### src/rtl/fb_seq_ctrl.sv
// Window sequencer for the start/photon counter in the real-time feedback path:
// programs and resets the counter, closes each window and emits one threshold decision per window.
module fb_seq_ctrl #(
  parameter int              RST_PULSE = 4,
  parameter int              SETTLE    = 4,
  parameter int              TO_W      = 32,
  parameter logic [TO_W-1:0] TIMEOUT   = 32'hFFFF_FFFF
) (
  input  logic        clk500,
  input  logic        rst_n,
  input  logic        cfg_go,
  input  logic        cfg_abort,
  input  logic [23:0] cfg_cntstart,
  input  logic [31:0] cfg_cntstop,
  input  logic [23:0] cfg_thresh,
  input  logic [15:0] cfg_nseq,
  output logic        count_rst,
  output logic        start_rst,
  output logic        photo_rst,
  output logic [23:0] cntstart,
  output logic [31:0] cntstop,
  input  logic [23:0] cnt_start,
  input  logic [23:0] cnt_photo,
  input  logic        ready,
  output logic        fb_valid,
  output logic        fb_result,
  output logic [23:0] fb_photons,
  output logic [15:0] seq_idx,
  output logic        busy,
  output logic        done,
  output logic        err_timeout
);

  localparam int PMAX = (RST_PULSE > SETTLE) ? RST_PULSE : SETTLE;
  localparam int CW   = $clog2(PMAX + 1);
  localparam logic [CW-1:0]   PULSE_LAST  = CW'(RST_PULSE - 1);
  localparam logic [CW-1:0]   SETTLE_LAST = CW'(SETTLE - 1);
  localparam logic [TO_W-1:0] WD_LAST     = TIMEOUT - 1'b1;

  typedef enum logic [2:0] {
    S_IDLE, S_INIT, S_SETTLE, S_RUN, S_SAMPLE, S_DECIDE, S_CLEAR, S_DONE
  } state_t;

  state_t          r_state;
  logic [CW-1:0]   r_cnt;
  logic [TO_W-1:0] r_wdog;
  logic [23:0]     r_thresh;
  logic [15:0]     r_nseq;

  logic w_win_end;
  logic w_last;

  assign w_win_end = (cnt_start == cntstart) && !ready;
  // 17-bit compare so seq_idx+1 cannot wrap against nseq
  assign w_last    = ({1'b0, seq_idx} + 17'd1) == {1'b0, r_nseq};

  always_ff @(posedge clk500 or negedge rst_n) begin
    if (!rst_n) begin
      r_state     <= S_IDLE;
      r_cnt       <= '0;
      r_wdog      <= '0;
      r_thresh    <= '0;
      r_nseq      <= '0;
      count_rst   <= 1'b1;
      start_rst   <= 1'b0;
      photo_rst   <= 1'b0;
      cntstart    <= 24'd1;
      cntstop     <= '0;
      fb_valid    <= 1'b0;
      fb_result   <= 1'b0;
      fb_photons  <= '0;
      seq_idx     <= '0;
      busy        <= 1'b0;
      done        <= 1'b0;
      err_timeout <= 1'b0;
    end else begin
      fb_valid <= 1'b0;
      if (cfg_abort && r_state != S_IDLE) begin
        r_state   <= S_IDLE;
        count_rst <= 1'b1;
        start_rst <= 1'b0;
        photo_rst <= 1'b0;
        busy      <= 1'b0;
        done      <= 1'b0;
      end else begin
        case (r_state)
          S_IDLE, S_DONE: begin
            if (cfg_go && !cfg_abort) begin
              cntstart    <= (cfg_cntstart == 24'd0) ? 24'd1 : cfg_cntstart;
              cntstop     <= cfg_cntstop;
              r_thresh    <= cfg_thresh;
              r_nseq      <= cfg_nseq;
              seq_idx     <= '0;
              err_timeout <= 1'b0;
              r_cnt       <= '0;
              count_rst   <= 1'b1;
              busy        <= 1'b1;
              done        <= 1'b0;
              r_state     <= S_INIT;
            end
          end
          S_INIT: begin
            if (r_cnt == PULSE_LAST) begin
              count_rst <= 1'b0;
              r_cnt     <= '0;
              r_state   <= S_SETTLE;
            end else begin
              r_cnt <= r_cnt + 1'b1;
            end
          end
          S_SETTLE: begin
            if (r_cnt == SETTLE_LAST) begin
              r_cnt <= '0;
              if (r_nseq == 16'd0) begin
                busy    <= 1'b0;
                done    <= 1'b1;
                r_state <= S_DONE;
              end else begin
                r_wdog  <= '0;
                r_state <= S_RUN;
              end
            end else begin
              r_cnt <= r_cnt + 1'b1;
            end
          end
          S_RUN: begin
            if (w_win_end) begin
              r_state <= S_SAMPLE;
            end else if (r_wdog == WD_LAST) begin
              err_timeout <= 1'b1;
              busy        <= 1'b0;
              done        <= 1'b1;
              r_state     <= S_DONE;
            end else begin
              r_wdog <= r_wdog + 1'b1;
            end
          end
          S_SAMPLE: begin
            // Decision is formed from the same sample being latched, so fb_result
            // is already valid in the cycle fb_valid is high.
            fb_photons <= cnt_photo;
            fb_result  <= (cnt_photo >= r_thresh);
            fb_valid   <= 1'b1;
            r_state    <= S_DECIDE;
          end
          S_DECIDE: begin
            if (w_last) begin
              busy    <= 1'b0;
              done    <= 1'b1;
              r_state <= S_DONE;
            end else begin
              seq_idx   <= seq_idx + 1'b1;
              start_rst <= 1'b1;
              photo_rst <= 1'b1;
              r_cnt     <= '0;
              r_state   <= S_CLEAR;
            end
          end
          S_CLEAR: begin
            if (r_cnt == PULSE_LAST) begin
              start_rst <= 1'b0;
              photo_rst <= 1'b0;
              r_cnt     <= '0;
              r_state   <= S_SETTLE;
            end else begin
              r_cnt <= r_cnt + 1'b1;
            end
          end
          default: r_state <= S_IDLE;
        endcase
      end
    end
  end

endmodule

### config.mk
export PLATFORM = sky130hd
export DESIGN_NAME = fb_seq_ctrl
export DESIGN_NICKNAME = d
export VERILOG_FILES = /design/src/rtl/fb_seq_ctrl.sv
export SDC_FILE = /design/constraint.sdc
export NUM_CORES = 1
export LEC_CHECK = 0
export BUFFER_PORTS_ARGS = -buffer_cell sky130_fd_sc_hd__buf_2
export CAP_MARGIN = 20
export CORE_MARGIN = 3
export CORE_UTILIZATION = 50
export CTS_BUF_LIST = sky130_fd_sc_hd__clkbuf_4
export CTS_CLUSTER_SIZE = 25
export DETAILED_ROUTE_END_ITERATION = 10
export PLACE_DENSITY = 0.78
export SLEW_MARGIN = 10
export SYNTH_ARGS = -nofsm -noshare
export SYNTH_HDL_FRONTEND = slang
export SYNTH_SLANG_ARGS = --single-unit
### constraint.sdc
create_clock -name clk500 -period 3.06 [get_ports clk500]
set_input_delay 0 -clock clk500 [delete_from_list [all_inputs] [get_ports clk500]]
set_output_delay 0 -clock clk500 [all_outputs]
set_load 0.02 [all_outputs]
==> results.json <==
{
  "final_util_pct": 70.0,
  "fmax_mhz": 336,
  "vias": 8957,
  "synth_top_area_share_pct": 47.7,
  "leakage_nw": 6.41,
  "drt_iter0_drc": 633,
  "ys_seq_area_share_pct": 48.2,
  "cts_buffer_depth": 2,
  "crit_buf_inv": 1,
  "setup.worst_path.start_class": "flop",
  "drv_cap": 0,
  "grt_max_degree": 98,
  "drv_slew": 0,
  "wl_per_cell_microns": 17.1,
  "place_area_sq_um": 11000,
  "path_delay_family": "simple AND/OR/NAND/NOR gates",
  "crit_path_cell_trace": "buf_4 > and4_1 > nand4_4 > xnor2_1 > or4_4 > nor4_4 > a211oi_4 > or3b_4 > mux2_4",
  "cts_htree_levels": 4,
  "synth-edff-count": 0,
  "ys_ff_latch": 181,
  "hold_path_class": "in2async",
  "drt-total-wl_microns": 28500,
  "viasPerCell": 5.39,
  "fin_ws_ns": 0.0853,
  "dpl.hpwl_microns": 18500,
  "finalPower_mw": 9.65,
  "n_fill_cell": 1335,
  "grt_pass1_wl_microns": 45300,
  "finalSetupViolCount": 0,
  "synthTopCellsByCount": "281 x nand2_1, 179 x dfrtp_1, 67 x nor2_1",
  "synth_ff_type": "dfrtp_1",
  "instances_no_fill": 1662,
  "gp_congestion": 0.905,
  "critPathMaxFanout": 5,
  "synth.most_common_cell": "nand2_1",
  "design_area_sq_um": 12700,
  "syn_inst": 1023,
  "grt_usage_pct": 27.7,
  "antenna_found_initial": 1,
  "synth.distinct_cells": 67,
  "synth_fp_nets": 1200,
  "power_density_nw_per_um2": 757,
  "critPathRequiredTime_ns": 3.51,
  "die-area_sq_um": 20500,
  "die_height_microns": 143,
  "synth_area_leader_cell": "dfrtp_1",
  "dr.pass1.iters": 5,
  "die_width_microns": 143,
  "fp-row-count": 49,
  "synth_area_sq_um": 9400,
  "vdd_ir_drop_max_mv": 0.836,
  "grt-ovfl-total": 0,
  "clock_latency_ns": 0.57,
  "final_antenna_net_count": 0,
  "num-nets-final": 1593,
  "ys_warn_count": 0,
  "initial_core_util_pct": 51.6,
  "place_ws_ns": 0.0234,
  "route.detailed.drc": 0,
  "syn2layout_area_growth_pct": 35.6,
  "critical-path-max-stage-delay_ns": 0.54,
  "slew_headroom_pct": 46.4,
  "io_buffers": 252,
  "period_share_pct": 97.2,
  "rsz0062_at_grt": "true",
  "clkSinkCount": 181,
  "crit_arrival_ns": 3.42,
  "crit_path_end_kind": "flop",
  "dp.cells": 1490,
  "layout-drive-gt1-share_pct": 28.1,
  "status": "complete, no violations",
  "yosys-top-cells-area": "dfrtp_1 48%, nand2_1 11%, xor2_1 3.9%",
  "cts_tree": "built",
  "fin_skew_ns": 0.0456,
  "worstSetupPathType": "reg2reg",
  "clkTransAtPathRegs_ns": 0.17,
  "numCtsBuffers": 17,
  "cts_root_buffer": "clkbuf_4",
  "core_sq_um": 18200,
  "final_hold_viol_count": 0,
  "grt_pass1_vias": 8984,
  "period_needed_ns": 2.97,
  "io_pins": 253,
  "synth.avg_cell_area_sq_um": 9.19,
  "async_reset_ff_share_pct": 100,
  "critPathSlowestCell": "or4_4",
  "max_slew.worst_pin.slew_ns": 0.804
}
layout by cell type, fill, tap and decap left out, types with 3 or more instances in the layout:
master / count
nand2_1: 281
buf_2: 251
dfrtp_1: 172
dlygate4sd3_1: 123
nor2_1: 67
buf_4: 46
o21ai_0: 42
xor2_1: 42
inv_1: 38
mux2_2: 29
xnor2_1: 29
nand3_1: 27
ha_1: 27
nand4_1: 24
a21oi_1: 22
nor4_1: 20
clkbuf_4: 17
mux2i_1: 14
nor3_1: 13
and3_1: 8
a21o_1: 8
or3_1: 8
nor2b_1: 7
dfrtp_2: 7
a31oi_1: 6
o21ai_1: 6
nand2b_1: 6
a211oi_1: 6
diode_2: 4
nand3_2: 4
clkinv_8: 4
and4_1: 3
nand3b_1: 3
inv_8: 3
clkinv_4: 3
buf_6: 3
buf_12: 3
cell families (layout without fill, tap and decap cells):
logic type	Yosys count	after routing	share of synthesized area, %
simple gates	484	484	23.2
flops	181	181	48.2
compound gates	120	120	8.11
buf+inv	92	498	4.67
xor+xnor	72	72	6.71
mux	46	46	5.36
fa+ha+maj	28	28	3.73
other cells	0	4	0
layer usage:
metal  track usage [%]  up-vias  share of wire (%)
met1              34.5     4313                 39
met2              47.8      335                 52
met5                 0        -                  0
met4              8.90        0                2.9
li1                  -     4237                  -
met3              6.36       72                6.0
flip-flops by register name (all words and copies together), names as in the netlist, 16 cells and up:
register,cells
r_nseq,16
r_wdog,32
cntstop,32
r_thresh,24
fb_photons,24
cntstart,24
seq_idx,16
worst register-to-register path: stages (launching register included):
cell and delay, ns:
dfrtp_2 0.45, buf_4 0.13, and4_1 0.24, nand4_4 0.13, xnor2_1 0.15, or4_4 0.54
nor4_4 0.38, a211oi_4 0.12, or3b_4 0.42, mux2_4 0.30
final cells by class:
type / instances / area [sq um] / share of cell area (%)
flip-flops and latches: 181 / 4540 / 35.6
clock inverters: 15 / 185 / 1.45
repair buffers: 428 / 2960 / 23.2
well taps: 229 / 287 / 2.25
clock buffers: 17 / 128 / 1.00
multi-input cells: 750 / 4500 / 35.3
diodes: 4 / 10.0 / 0.0785
inverters: 38 / 143 / 1.12
metrics by stage:
stage | setup TNS, ns | hold WS (ns)
6_report | 0 | 0.0678
5_1_grt | -0.00644 | 0.0739
4_1_cts | 0 | 0.0516
3_5_place_dp | 0 | 0.140
3_3_place_gp | 0 | 0.135
2_1_floorplan | 0 | -0.296
report_power, final:
group / internal, mW / switching (mW) / total (mW)
combinational: 1.74 / 2.59 / 4.34
sequential: 3.24 / 0.673 / 3.91
clock: 0.453 / 0.942 / 1.40
final timing paths:
kind	start	end	cells past startpoint	slack, ns
min reg2reg	cntstop[13]$_DFFE_PN0P_	cntstop[13]$_DFFE_PN0P_	2	0.50
max reg2reg	seq_idx[0]$_DFFE_PN0P_	done$_DFFE_PN0P_	9	0.09
max in group asynchronous	rst_n	fb_photons[9]$_DFFE_PN0P_	3	2.18
min	rst_n	r_wdog[22]$_DFFE_PN0P_	2	0.07
max	seq_idx[0]$_DFFE_PN0P_	done$_DFFE_PN0P_	9	0.09
min in group clk500	cfg_cntstop[13]	cntstop[13]$_DFFE_PN0P_	4	0.14
timing repair:
| item | in CTS | in global routing |
|---|---|---|
| endpoints found under the setup margin | 4 | 11 |
| gates resized for setup | 0 | 20 |
| pin swaps | 1 | 7 |
| setup buffers | 1 | 11 |
| hold buffers | 123 | 0 |
| hold endpoints to repair | 224 | 0 |
No activity file was read; power rests on OpenSTA's default activity.
